[src/rtl/poke_pkg.sv]
// Shared battle types: FSM state encoding, type-chart size and the
// super-effective test used by the damage calculator.
package poke_pkg;

    typedef enum logic [3:0] {
        IDLE,
        LOAD,
        WAIT_MOVE,
        P_ATTACK,
        CHECK_E,
        E_ATTACK,
        CHECK_P,
        AWARD,
        LEVEL,
        WRITE,
        DONE
    } battle_state_t;

    // Types 0..NUM_TYPES-1 form a cycle where each type beats the next one.
    // Anything at or above NUM_TYPES is neutral against everything.
    localparam logic [2:0] NUM_TYPES = 3'd5;

    function automatic logic is_super_effective(
        input logic [2:0] atk_type,
        input logic [2:0] def_type
    );
        logic [2:0] target;
        if (atk_type == NUM_TYPES - 3'd1) begin
            target = 3'd0;
        end else begin
            target = atk_type + 3'd1;
        end
        return (atk_type < NUM_TYPES) && (def_type < NUM_TYPES) &&
               (def_type == target);
    endfunction

endpackage

[src/rtl/poke_damage_calc.sv]
// Combinational damage for one hit: attacker stats against defender stats,
// returning the damage dealt and the defender's remaining HP.
module poke_damage_calc
    import poke_pkg::*;
#(
    parameter logic [3:0] TYPE_BONUS = 4'd2
) (
    input  logic [3:0] attack,
    input  logic [3:0] defense,
    input  logic [2:0] atk_type,
    input  logic [2:0] def_type,
    input  logic [5:0] hp,
    output logic [5:0] dmg,
    output logic [5:0] hp_new
);

    logic              super_eff;
    logic [5:0]        bonus;
    logic signed [5:0] raw;

    // raw fits in signed 6 bits (-15..30); a non-positive hit still deals 1
    always_comb begin
        super_eff = is_super_effective(atk_type, def_type);
        bonus     = super_eff ? {2'b00, TYPE_BONUS} : 6'd0;
        raw       = $signed({2'b00, attack} + bonus - {2'b00, defense});
        dmg       = (raw <= 6'sd0) ? 6'd1 : $unsigned(raw);
        hp_new    = (hp > dmg) ? (hp - dmg) : 6'd0;
    end

endmodule

[src/rtl/poke_battle_ctrl.sv]
// Turn-based battle sequencer: loads both stat sets, runs one round per
// accepted move, awards XP/level on a win and publishes stats on a strobe.
module poke_battle_ctrl
    import poke_pkg::*;
#(
    parameter logic [7:0] XP_PER_WIN = 8'd40,
    parameter logic [7:0] LEVEL_XP   = 8'd100,
    parameter logic [3:0] TYPE_BONUS = 4'd2,
    parameter logic [3:0] MAX_LEVEL  = 4'd15
) (
    input  logic       Clk,
    input  logic       Reset,
    input  logic       start,
    input  logic [2:0] p_type_id,
    input  logic [2:0] e_type_id,
    input  logic [3:0] p_level,
    input  logic [7:0] p_xp,
    input  logic [5:0] p_hp,
    input  logic [5:0] e_hp,
    input  logic [3:0] p_attack,
    input  logic [3:0] e_attack,
    input  logic [3:0] p_defense,
    input  logic [3:0] e_defense,
    input  logic       move_valid,
    output logic       move_ready,
    output logic [5:0] p_hp_out,
    output logic [5:0] e_hp_out,
    output logic [7:0] p_xp_out,
    output logic [3:0] p_level_out,
    output logic [3:0] p_attack_out,
    output logic [3:0] p_defense_out,
    output logic       stats_we,
    output logic       busy,
    output logic       done,
    output logic       player_won
);

    battle_state_t state_reg, state_next;

    // working copy of the battle
    logic [2:0] p_type_reg,  p_type_next;
    logic [2:0] e_type_reg,  e_type_next;
    logic [3:0] p_level_reg, p_level_next;
    logic [7:0] p_xp_reg,    p_xp_next;
    logic [5:0] p_hp_reg,    p_hp_next;
    logic [5:0] e_hp_reg,    e_hp_next;
    logic [3:0] p_atk_reg,   p_atk_next;
    logic [3:0] p_def_reg,   p_def_next;
    logic [3:0] e_atk_reg,   e_atk_next;
    logic [3:0] e_def_reg,   e_def_next;
    logic       lethal_reg,  lethal_next;
    logic       over_reg,    over_next;
    logic       won_reg,     won_next;

    // published copy, only changes on the stats_we cycle
    logic [5:0] p_hp_out_reg;
    logic [5:0] e_hp_out_reg;
    logic [7:0] p_xp_out_reg;
    logic [3:0] p_level_out_reg;
    logic [3:0] p_attack_out_reg;
    logic [3:0] p_defense_out_reg;
    logic       stats_we_reg;
    logic       done_reg;
    logic       player_won_reg;

    // shared damage calculator, attacker chosen by state
    logic [3:0] calc_atk;
    logic [3:0] calc_def;
    logic [2:0] calc_atk_type;
    logic [2:0] calc_def_type;
    logic [5:0] calc_hp;
    logic [5:0] calc_dmg;
    logic [5:0] calc_hp_new;

    // XP after a win, clamped at 255
    logic [8:0] xp_sum;
    logic [7:0] xp_award;

    // level-up bumps attack [0] and defense [1], each clamped at 15
    logic [3:0] lvl_stat_cur [2];
    logic [3:0] lvl_stat_inc [2];

    assign lvl_stat_cur[0] = p_atk_reg;
    assign lvl_stat_cur[1] = p_def_reg;

    genvar gi;
    generate
        for (gi = 0; gi < 2; gi++) begin : g_stat_inc
            assign lvl_stat_inc[gi] = (lvl_stat_cur[gi] == 4'hF) ? 4'hF
                                                                 : lvl_stat_cur[gi] + 4'd1;
        end
    endgenerate

    assign xp_sum   = {1'b0, p_xp_reg} + {1'b0, XP_PER_WIN};
    assign xp_award = xp_sum[8] ? 8'hFF : xp_sum[7:0];

    // enemy hits the player in E_ATTACK; every other state routes player -> enemy
    always_comb begin
        if (state_reg == E_ATTACK) begin
            calc_atk      = e_atk_reg;
            calc_def      = p_def_reg;
            calc_atk_type = e_type_reg;
            calc_def_type = p_type_reg;
            calc_hp       = p_hp_reg;
        end else begin
            calc_atk      = p_atk_reg;
            calc_def      = e_def_reg;
            calc_atk_type = p_type_reg;
            calc_def_type = e_type_reg;
            calc_hp       = e_hp_reg;
        end
    end

    poke_damage_calc #(
        .TYPE_BONUS (TYPE_BONUS)
    ) u_damage (
        .attack   (calc_atk),
        .defense  (calc_def),
        .atk_type (calc_atk_type),
        .def_type (calc_def_type),
        .hp       (calc_hp),
        .dmg      (calc_dmg),
        .hp_new   (calc_hp_new)
    );

    // state register
    always_ff @(posedge Clk) begin
        if (Reset) begin
            state_reg <= IDLE;
        end else begin
            state_reg <= state_next;
        end
    end

    // next state plus the state-decoded handshake/status outputs
    always_comb begin
        state_next = state_reg;
        move_ready = 1'b0;
        busy       = 1'b1;
        case (state_reg)
            IDLE: begin
                busy = 1'b0;
                if (start) begin
                    state_next = LOAD;
                end
            end
            LOAD: begin
                if (p_hp_reg == 6'd0) begin
                    state_next = WRITE;
                end else if (e_hp_reg == 6'd0) begin
                    state_next = AWARD;
                end else begin
                    state_next = WAIT_MOVE;
                end
            end
            WAIT_MOVE: begin
                move_ready = 1'b1;
                if (move_valid) begin
                    state_next = P_ATTACK;
                end
            end
            P_ATTACK: state_next = CHECK_E;
            CHECK_E:  state_next = lethal_reg ? AWARD : E_ATTACK;
            E_ATTACK: state_next = CHECK_P;
            CHECK_P:  state_next = WRITE;
            AWARD:    state_next = LEVEL;
            LEVEL:    state_next = WRITE;
            WRITE:    state_next = over_reg ? DONE : WAIT_MOVE;
            DONE:     state_next = IDLE;
            default:  state_next = IDLE;
        endcase
    end

    // working-register updates for the current state
    always_comb begin
        p_type_next  = p_type_reg;
        e_type_next  = e_type_reg;
        p_level_next = p_level_reg;
        p_xp_next    = p_xp_reg;
        p_hp_next    = p_hp_reg;
        e_hp_next    = e_hp_reg;
        p_atk_next   = p_atk_reg;
        p_def_next   = p_def_reg;
        e_atk_next   = e_atk_reg;
        e_def_next   = e_def_reg;
        lethal_next  = lethal_reg;
        over_next    = over_reg;
        won_next     = won_reg;
        case (state_reg)
            IDLE: begin
                if (start) begin
                    p_type_next  = p_type_id;
                    e_type_next  = e_type_id;
                    p_level_next = p_level;
                    p_xp_next    = p_xp;
                    p_hp_next    = p_hp;
                    e_hp_next    = e_hp;
                    p_atk_next   = p_attack;
                    p_def_next   = p_defense;
                    e_atk_next   = e_attack;
                    e_def_next   = e_defense;
                    lethal_next  = 1'b0;
                    over_next    = 1'b0;
                    won_next     = 1'b0;
                end
            end
            LOAD: begin
                // player arrives fainted: publish once and report a loss
                if (p_hp_reg == 6'd0) begin
                    over_next = 1'b1;
                end
            end
            P_ATTACK: begin
                e_hp_next   = calc_hp_new;
                lethal_next = (calc_dmg >= calc_hp);
            end
            E_ATTACK: begin
                p_hp_next   = calc_hp_new;
                lethal_next = (calc_dmg >= calc_hp);
            end
            CHECK_P: begin
                if (lethal_reg) begin
                    over_next = 1'b1;
                end
            end
            AWARD: begin
                p_xp_next = xp_award;
            end
            LEVEL: begin
                // reached only once per battle, so at most one level-up
                if ((p_xp_reg >= LEVEL_XP) && (p_level_reg < MAX_LEVEL)) begin
                    p_level_next = p_level_reg + 4'd1;
                    p_xp_next    = p_xp_reg - LEVEL_XP;
                    p_atk_next   = lvl_stat_inc[0];
                    p_def_next   = lvl_stat_inc[1];
                end
                over_next = 1'b1;
                won_next  = 1'b1;
            end
            default: begin
            end
        endcase
    end

    // working registers
    always_ff @(posedge Clk) begin
        if (Reset) begin
            p_type_reg  <= '0;
            e_type_reg  <= '0;
            p_level_reg <= '0;
            p_xp_reg    <= '0;
            p_hp_reg    <= '0;
            e_hp_reg    <= '0;
            p_atk_reg   <= '0;
            p_def_reg   <= '0;
            e_atk_reg   <= '0;
            e_def_reg   <= '0;
            lethal_reg  <= 1'b0;
            over_reg    <= 1'b0;
            won_reg     <= 1'b0;
        end else begin
            p_type_reg  <= p_type_next;
            e_type_reg  <= e_type_next;
            p_level_reg <= p_level_next;
            p_xp_reg    <= p_xp_next;
            p_hp_reg    <= p_hp_next;
            e_hp_reg    <= e_hp_next;
            p_atk_reg   <= p_atk_next;
            p_def_reg   <= p_def_next;
            e_atk_reg   <= e_atk_next;
            e_def_reg   <= e_def_next;
            lethal_reg  <= lethal_next;
            over_reg    <= over_next;
            won_reg     <= won_next;
        end
    end

    // published stats and strobes; loaded on entry to WRITE/DONE from the
    // _next values so the strobe cycle already carries this cycle's update
    always_ff @(posedge Clk) begin
        if (Reset) begin
            p_hp_out_reg      <= '0;
            e_hp_out_reg      <= '0;
            p_xp_out_reg      <= '0;
            p_level_out_reg   <= '0;
            p_attack_out_reg  <= '0;
            p_defense_out_reg <= '0;
            stats_we_reg      <= 1'b0;
            done_reg          <= 1'b0;
            player_won_reg    <= 1'b0;
        end else begin
            stats_we_reg <= (state_next == WRITE);
            done_reg     <= (state_next == DONE);
            if (state_next == WRITE) begin
                p_hp_out_reg      <= p_hp_next;
                e_hp_out_reg      <= e_hp_next;
                p_xp_out_reg      <= p_xp_next;
                p_level_out_reg   <= p_level_next;
                p_attack_out_reg  <= p_atk_next;
                p_defense_out_reg <= p_def_next;
            end
            if (state_next == DONE) begin
                player_won_reg <= won_next;
            end else if ((state_reg == IDLE) && start) begin
                player_won_reg <= 1'b0;
            end
        end
    end

    assign p_hp_out      = p_hp_out_reg;
    assign e_hp_out      = e_hp_out_reg;
    assign p_xp_out      = p_xp_out_reg;
    assign p_level_out   = p_level_out_reg;
    assign p_attack_out  = p_attack_out_reg;
    assign p_defense_out = p_defense_out_reg;
    assign stats_we      = stats_we_reg;
    assign done          = done_reg;
    assign player_won    = player_won_reg;

endmodule

[config.mk]
export PLATFORM = sky130hd
export DESIGN_NAME = poke_battle_ctrl
export DESIGN_NICKNAME = d
export VERILOG_FILES = /design/src/rtl/poke_pkg.sv /design/src/rtl/poke_damage_calc.sv /design/src/rtl/poke_battle_ctrl.sv
export SDC_FILE = /design/constraint.sdc
export NUM_CORES = 1
export LEC_CHECK = 0
export BUFFER_PORTS_ARGS = -buffer_cell sky130_fd_sc_hd__clkbuf_2
export CORE_MARGIN = 5
export CORE_UTILIZATION = 51
export DETAILED_ROUTE_END_ITERATION = 12
export GPL_ROUTABILITY_DRIVEN = 0
export MAX_ROUTING_LAYER = met4
export PLACE_DENSITY = 0.7
export SYNTH_ARGS = -nofsm -noshare
export SYNTH_HDL_FRONTEND = slang
export SYNTH_SLANG_ARGS = --single-unit
[constraint.sdc]
create_clock -name Clk -period 12.8 [get_ports Clk]
set_input_delay 0.64 -clock Clk [delete_from_list [all_inputs] [get_ports Clk]]
set_output_delay 0.64 -clock Clk [all_outputs]
set_load 0.01 [all_outputs]
; Yosys cells after proc, flatten, opt, wreduce, memory -nomap -nowiden
; Cells that the tools add are included.
[word_totals]
register_bits = 88
output_inout_bits = 37
wordCells = 118
[op_classes]
add_sub_neg = 9
order_cmp = 7
eq_ne = 18
n_mux = 46
n_reduce_logical = 15
[op_table]
columns = operator, n
row1 = 4-bit 2-to-1 mux, 14
row2 = 4-bit case mux with 9 select lines, 1
row3 = 6-bit 2-to-1 mux, 5
row4 = 4-bit == test (second input constant), 6
row5 = 8-bit 2-to-1 mux, 3
row6 = 4-bit case mux with 2 select lines, 3
row7 = 6-bit case mux with 2 select lines, 2
row8 = 8-bit case mux with 3 select lines, 1
row9 = 4-bit by 3-bit == test with 1-bit output (second input constant), 4
row10 = 4-bit by 1-bit adder with 4-bit output (second input constant), 3
row11 = 6-bit zero test, 2
row12 = 3-bit 2-to-1 mux, 4
row13 = 8-bit by 6-bit adder with 9-bit output (second input constant), 1
row14 = 4-bit by 2-bit == test with 1-bit output (second input constant), 2
row15 = 8-bit by 7-bit greater-or-equal comparator with 1-bit output (second input constant), 1
row16 = 1-bit 2-to-1 mux, 8
row17 = 8-bit by 7-bit subtractor with 8-bit output (second input constant), 1
row18 = 4-bit by 6-bit adder with 6-bit output, 1
row19 = 6-bit greater-or-equal comparator, 1
row20 = 6-bit > comparator, 1
row21 = 6-bit by 1-bit less-or-equal comparator with 1-bit output (second input constant), 1
row22 = 3-bit less-than comparator (second input constant), 2
row23 = 2-bit != test (second input constant), 3
row24 = 6-bit by 4-bit subtractor with 6-bit output, 1
row25 = other kinds (16), 24

; Depth between registers and ports, before layout
[logic_depth]
word_depth = 14
mapped_depth = 29
depth_no_buf = 26

; By module
; A second synthesis with hierarchy kept.
[hier_totals]
hier_cells = 606
area_unflattened_um2 = 5071.1
[modules_own_cells]
columns = mod, instances, cells_per_inst, area_each_um2
row1 = poke_battle_ctrl, 1, 508, 4376.7
row2 = poke_damage_calc, 1, 98, 694.4

; Least setup slack after synthesis
; No wires, ideal clock.
[synth_path]
path_kind = register to register
startpoint = register state_reg[2]
endpoint = register e_hp_reg[2]
arrival_ns = 5.334
t_required_ns = 12.669
path_slack_ns = 7.335
path_stages_with_launch = 30
path_buffers = 3
period_less_slack_ns = 5.465
path_cell_list = dfxtp_1 buf_2 nand4bb_1 buf_2 mux2i_1 inv_1 ha_1 o311a_1 a31oi_1 nand3b_1 a21oi_1 a2111oi_1 fa_1 ha_1 fa_1 nor3b_1 a21oi_1 a21oi_1 o2bb2ai_1 nand2_1 ha_1 inv_1 fa_1 a21o_1 a21oi_1 nor2b_1 o21a_1 clkbuf_1 o211ai_1 o21ai_0
[synth_via]
elab_chain_cells = 14
elab_cells_between_ends = 25
[synth_rtl]
columns = element, line_no
row1 = "start, declared", poke_battle_ctrl.sv:38  ; battle_state_t state_reg, state_next;
row2 = "start signal, assigned", poke_battle_ctrl.sv:131  ; state_reg <= state_next;
row3 = 4-bit by 3-bit == test with 1-bit output, poke_battle_ctrl.sv:99  ; if (state_reg == E_ATTACK) begin
row4 = 3-bit 2-to-1 mux, poke_battle_ctrl.sv:99
row5 = 3-bit by 1-bit adder with 3-bit output / 3-bit == test (equally long branches), "poke_pkg.sv:31, poke_pkg.sv:28"
row6 = 3-bit 2-to-1 mux, poke_pkg.sv:28  ; if (atk_type == NUM_TYPES - 3'd1) begin
row7 = 3-bit == test, poke_pkg.sv:34  ; (def_type == target);
row8 = 1-bit logical AND, poke_pkg.sv:33  ; return (atk_type < NUM_TYPES) && (def_type < NUM_TYPES) &&
row9 = 2-bit 2-to-1 mux, poke_damage_calc.sv:24  ; bonus = super_eff ? {2'b00, TYPE_BONUS} : 6'd0;
row10 = 4-bit by 6-bit adder with 6-bit output, poke_damage_calc.sv:25  ; raw = $signed({2'b00, attack} + bonus - {2'b00, defense});
row11 = 6-bit by 4-bit subtractor with 6-bit output, poke_damage_calc.sv:25
row12 = 6-bit by 1-bit less-or-equal comparator with 1-bit output, poke_damage_calc.sv:26  ; dmg = (raw <= 6'sd0) ? 6'd1 : $unsigned(raw);
row13 = 6-bit 2-to-1 mux, poke_damage_calc.sv:26
row14 = 6-bit subtractor / 6-bit > comparator (equally long branches), poke_damage_calc.sv:27  ; hp_new = (hp > dmg) ? (hp - dmg) : 6'd0;
row15 = 6-bit 2-to-1 mux, poke_damage_calc.sv:27
row16 = 6-bit case mux with 2 select lines (*), poke_battle_ctrl.sv:189  ; case (state_reg)
row17 = "end signal, assigned", poke_battle_ctrl.sv:267  ; e_hp_reg <= e_hp_next;
row18 = "end, declared", poke_battle_ctrl.sv:46  ; logic [5:0] e_hp_reg, e_hp_next;
; Mark *: on every way between the ends. The rest lies on a longest branch, timed or not.
; A chain may end at the register's enable or synchronous reset.

; Worst setup path in the final report
[layout_path]
startpoint = register state_reg[3]
endpoint = register e_hp_reg[1]
; The elaborated chain is that of the path after synthesis.

==> run metrics <==
Clock Tree Buf Depth 2; critical path type flop to flop; total power draw 0.00158 W; #FFs+latches synth 88; DIE HEIGHT between 100 and 150 um; Syn Area/Cell 7.79 sq um; P_leak 2.37 nW; Clk pwr share 12.3%; largest net degree at the start of global routing 95; Tmin final 6.81 ns; number of H-tree levels 3; footprint of the multi-input gates 2950 sq um; drt drc 0; Cells after Synth 641; Internal Pwr Total 0.000784 W; Max Cap Viol 0; RSZ-0062 raised after global routing no; Main synth FF type dfxtp_1; Core Box Area approximately 9600 sq um; CTS root buffer clkbuf_8; TritonCTS clock tree done; Initial Util ~52%; grt ovf 0; final WL 13800 um; Nets a little under 800; post-place instance area 5410 sq um; Post-CTS Repair Setup Buffers 0; register area share after synthesis 35.3%; wire per inst 16.6 um; Initial DRT Pass Iterations 7; share of layout cells above drive strength 1 approximately 17%; Fin. Hold Viols 0; hold_sp e_atk_reg[3]$_SDFFE_PP0P_; Layout Skew roughly 0.018 ns; pwr/cell area around 280 nW/um^2; die width 109 um; synthesized cell area 4990 sq um; DRT iter0 DRCs 438; switching power 0.000791 W; sequential cell area 1760 sq um; reg-to-reg startpoint state_reg[3]$_SDFF_PP0_; Sw Share 50.2%; Unique masters post-synth 67; Slew headroom approximately 29%; Clock Pin Slew Worst Setup and Hold Paths 0.11 ns; worst endpoint required time 13.01 ns; CTS Buf Count 9; CP Launch Type flop; final setup fails 0; Detailed Place HPWL 10000 um; worst hold path class flop to flop; worst slew pin tran approximately 1.1 ns; R2R depth 27; IO Count 87; VDD IR max 0.181 mV; Area Growth Syn to Fin 12.3%; final worst path period share 53.2%; EDFF count, synth 0; Hold-fix buffers, CTS 0; Antenna Violating Nets Remaining 0; diode count 0; first-pass GRT wire length 22300 um; FP Rows 36; die area 11900 sq um; Hold Crit Depth 2; Data arrival, critical path 7.02 ns; Tot GR Track Use 24.2%; Filler Cell Count 933; via count 4901; PortBufs 86; count of pins over their slew limit 0; Reg power frac 27.6%; synth warn 0; Critical Path End Type flop; ys async rst share 0%; initial antenna violation count 0; Worst setup startpoint state_reg[3]$_SDFF_PP0_; Final Cell Area 5610 sq um; Clk Latency, worst-skew pair 0.38 ns; syn_nets 716; Sink Count between 80 and 90; status completed; crit-path max FO 25; fmax ~150 MHz; Vias/cell 5.88; fin util 58.2%; combinational share of power 60.1%; number of gates resized after CTS 0; number of global-route vias before repair 4547; setup_tns 0 ns
-- Yosys cell counts (3+ instances only) --
master / number / share of area, %
nand3_1: 12 / 1.2
o21bai_1: 3 / 0.45
nand2b_1: 3 / 0.38
a211oi_1: 25 / 3.8
dfxtp_1: 88 / 35
a31oi_1: 6 / 0.75
ha_1: 21 / 5.3
nor2b_1: 6 / 0.75
xnor2_1: 3 / 0.53
nor3_1: 17 / 1.7
nand3b_1: 10 / 1.5
fa_1: 4 / 1.6
o221ai_1: 3 / 0.53
buf_2: 18 / 1.8
buf_4: 7 / 1.1
nand2_1: 91 / 6.8
a221oi_1: 4 / 0.70
a21oi_1: 71 / 7.1
o211ai_1: 10 / 1.5
nor3b_1: 5 / 0.75
xor2_1: 5 / 0.88
a21o_1: 9 / 1.4
mux2i_1: 10 / 2.0
clkbuf_1: 20 / 1.5
and3_1: 14 / 1.8
inv_1: 18 / 1.4
and2_1: 5 / 0.63
nand4_1: 7 / 0.88
nor2_1: 76 / 5.7
a222oi_1: 3 / 0.60
o21ai_0: 22 / 2.2
o22ai_1: 4 / 0.50
-- cell usage in the layout (no fill, tap or decap), types with 5 or more instances in the layout --
cell type / count
a21o_1: 9
nand3_1: 12
ha_1: 21
nor3_1: 17
clkbuf_2: 86
nand3b_1: 10
nand2_1: 91
o211ai_1: 10
nand4_1: 7
clkbuf_8: 9
a21oi_1: 71
and3_1: 14
a31oi_1: 6
and2_1: 5
nor3b_1: 5
o21ai_0: 22
inv_1: 18
dfxtp_1: 88
a211oi_1: 25
xor2_1: 5
nor2b_1: 6
nor2_1: 76
mux2i_1: 10
-- cells by family (layout without fill, tap and decap cells) --
group | count (synthesis) | in the layout | share of synthesized area, %
fa+ha+maj | 25 | 25 | 6.87
compound gates | 185 | 185 | 24.2
simple gates | 260 | 260 | 24.4
buf+inv | 65 | 124 | 5.86
flops | 88 | 88 | 35.3
xor+xnor | 8 | 8 | 1.40
mux | 10 | 10 | 2.01
-- worst max-delay path, stage by stage, from the launching register on --
cell and delay (ns):
dfxtp_1 0.80, nand4bb_1 0.22, buf_4 0.30, mux2i_1 0.34
inv_1 0.08, ha_1 0.25, o311a_1 0.35, a31oi_1 0.21
nand3b_1 0.11, a21oi_1 0.15, a2111oi_1 0.08, fa_1 0.45
ha_1 0.23, fa_1 0.46, nor3b_1 0.25, a21oi_1 0.12
a21oi_1 0.14, o2bb2ai_1 0.12, nand2_1 0.08, ha_1 0.13
inv_1 0.07, fa_1 0.41, a21o_1 0.18, a21oi_1 0.23
nor2b_1 0.08, o21a_1 0.32, o21ai_0 0.32, o22ai_1 0.12
-- worst paths after layout --
path	slack, ns	endpoint
hold / removal	0.46	e_atk_reg[3]$_SDFFE_PP0P_
setup / recovery	5.99	e_hp_reg[1]$_SDFF_PP0_
setup reg to reg	5.99	e_hp_reg[1]$_SDFF_PP0_
hold reg to reg	0.46	e_atk_reg[3]$_SDFFE_PP0P_
-- metrics by stage --
step | cells | setup slack, ns | hold slack, ns
floorplan | 641 | 7.34 | 0.436
global placement | 817 | 6.55 | 0.442
detailed placement | 817 | 6.20 | 0.451
CTS | 833 | 6.11 | 0.465
global route | 833 | 5.63 | 0.477
finish | 833 | 5.99 | 0.462
-- power by group through the flow --
| stage | Clock, W | Combinational, W | Sequential [W] |
|---|---|---|---|
| 2_1_floorplan | 0 | 0.000754 | 0.000402 |
| 6_report | 0.000193 | 0.000948 | 0.000435 |
| 5_1_grt | 0.000208 | 0.00105 | 0.000445 |
| 3_3_place_gp | 0 | 0.000906 | 0.000432 |
| 3_5_place_dp | 0 | 0.000930 | 0.000437 |
| 4_1_cts | 0.000196 | 0.000939 | 0.000431 |
-- final cells by class --
| type | count | share of cell area (%) |
|---|---|---|
| multi-input cells | 488 | 52.7 |
| clock buffers | 9 | 2.21 |
| inverters | 18 | 1.21 |
| flip-flops and latches | 88 | 31.4 |
| repair buffers | 90 | 8.21 |
| well taps | 133 | 2.97 |
| clock inverters | 7 | 1.29 |
-- per-layer routing --
| metal | up-vias | global-route usage (%) | wire length, um |
|---|---|---|---|
| li1 | 2395 | - | - |
| met1 | 2308 | 32.2 | 6430 |
| met2 | 182 | 39.0 | 6470 |
| met3 | 16 | 3.37 | 791 |
| met4 | 0 | 6.13 | 155 |
| met5 | - | - | 0 |
(Power assumes the default switching activity.)
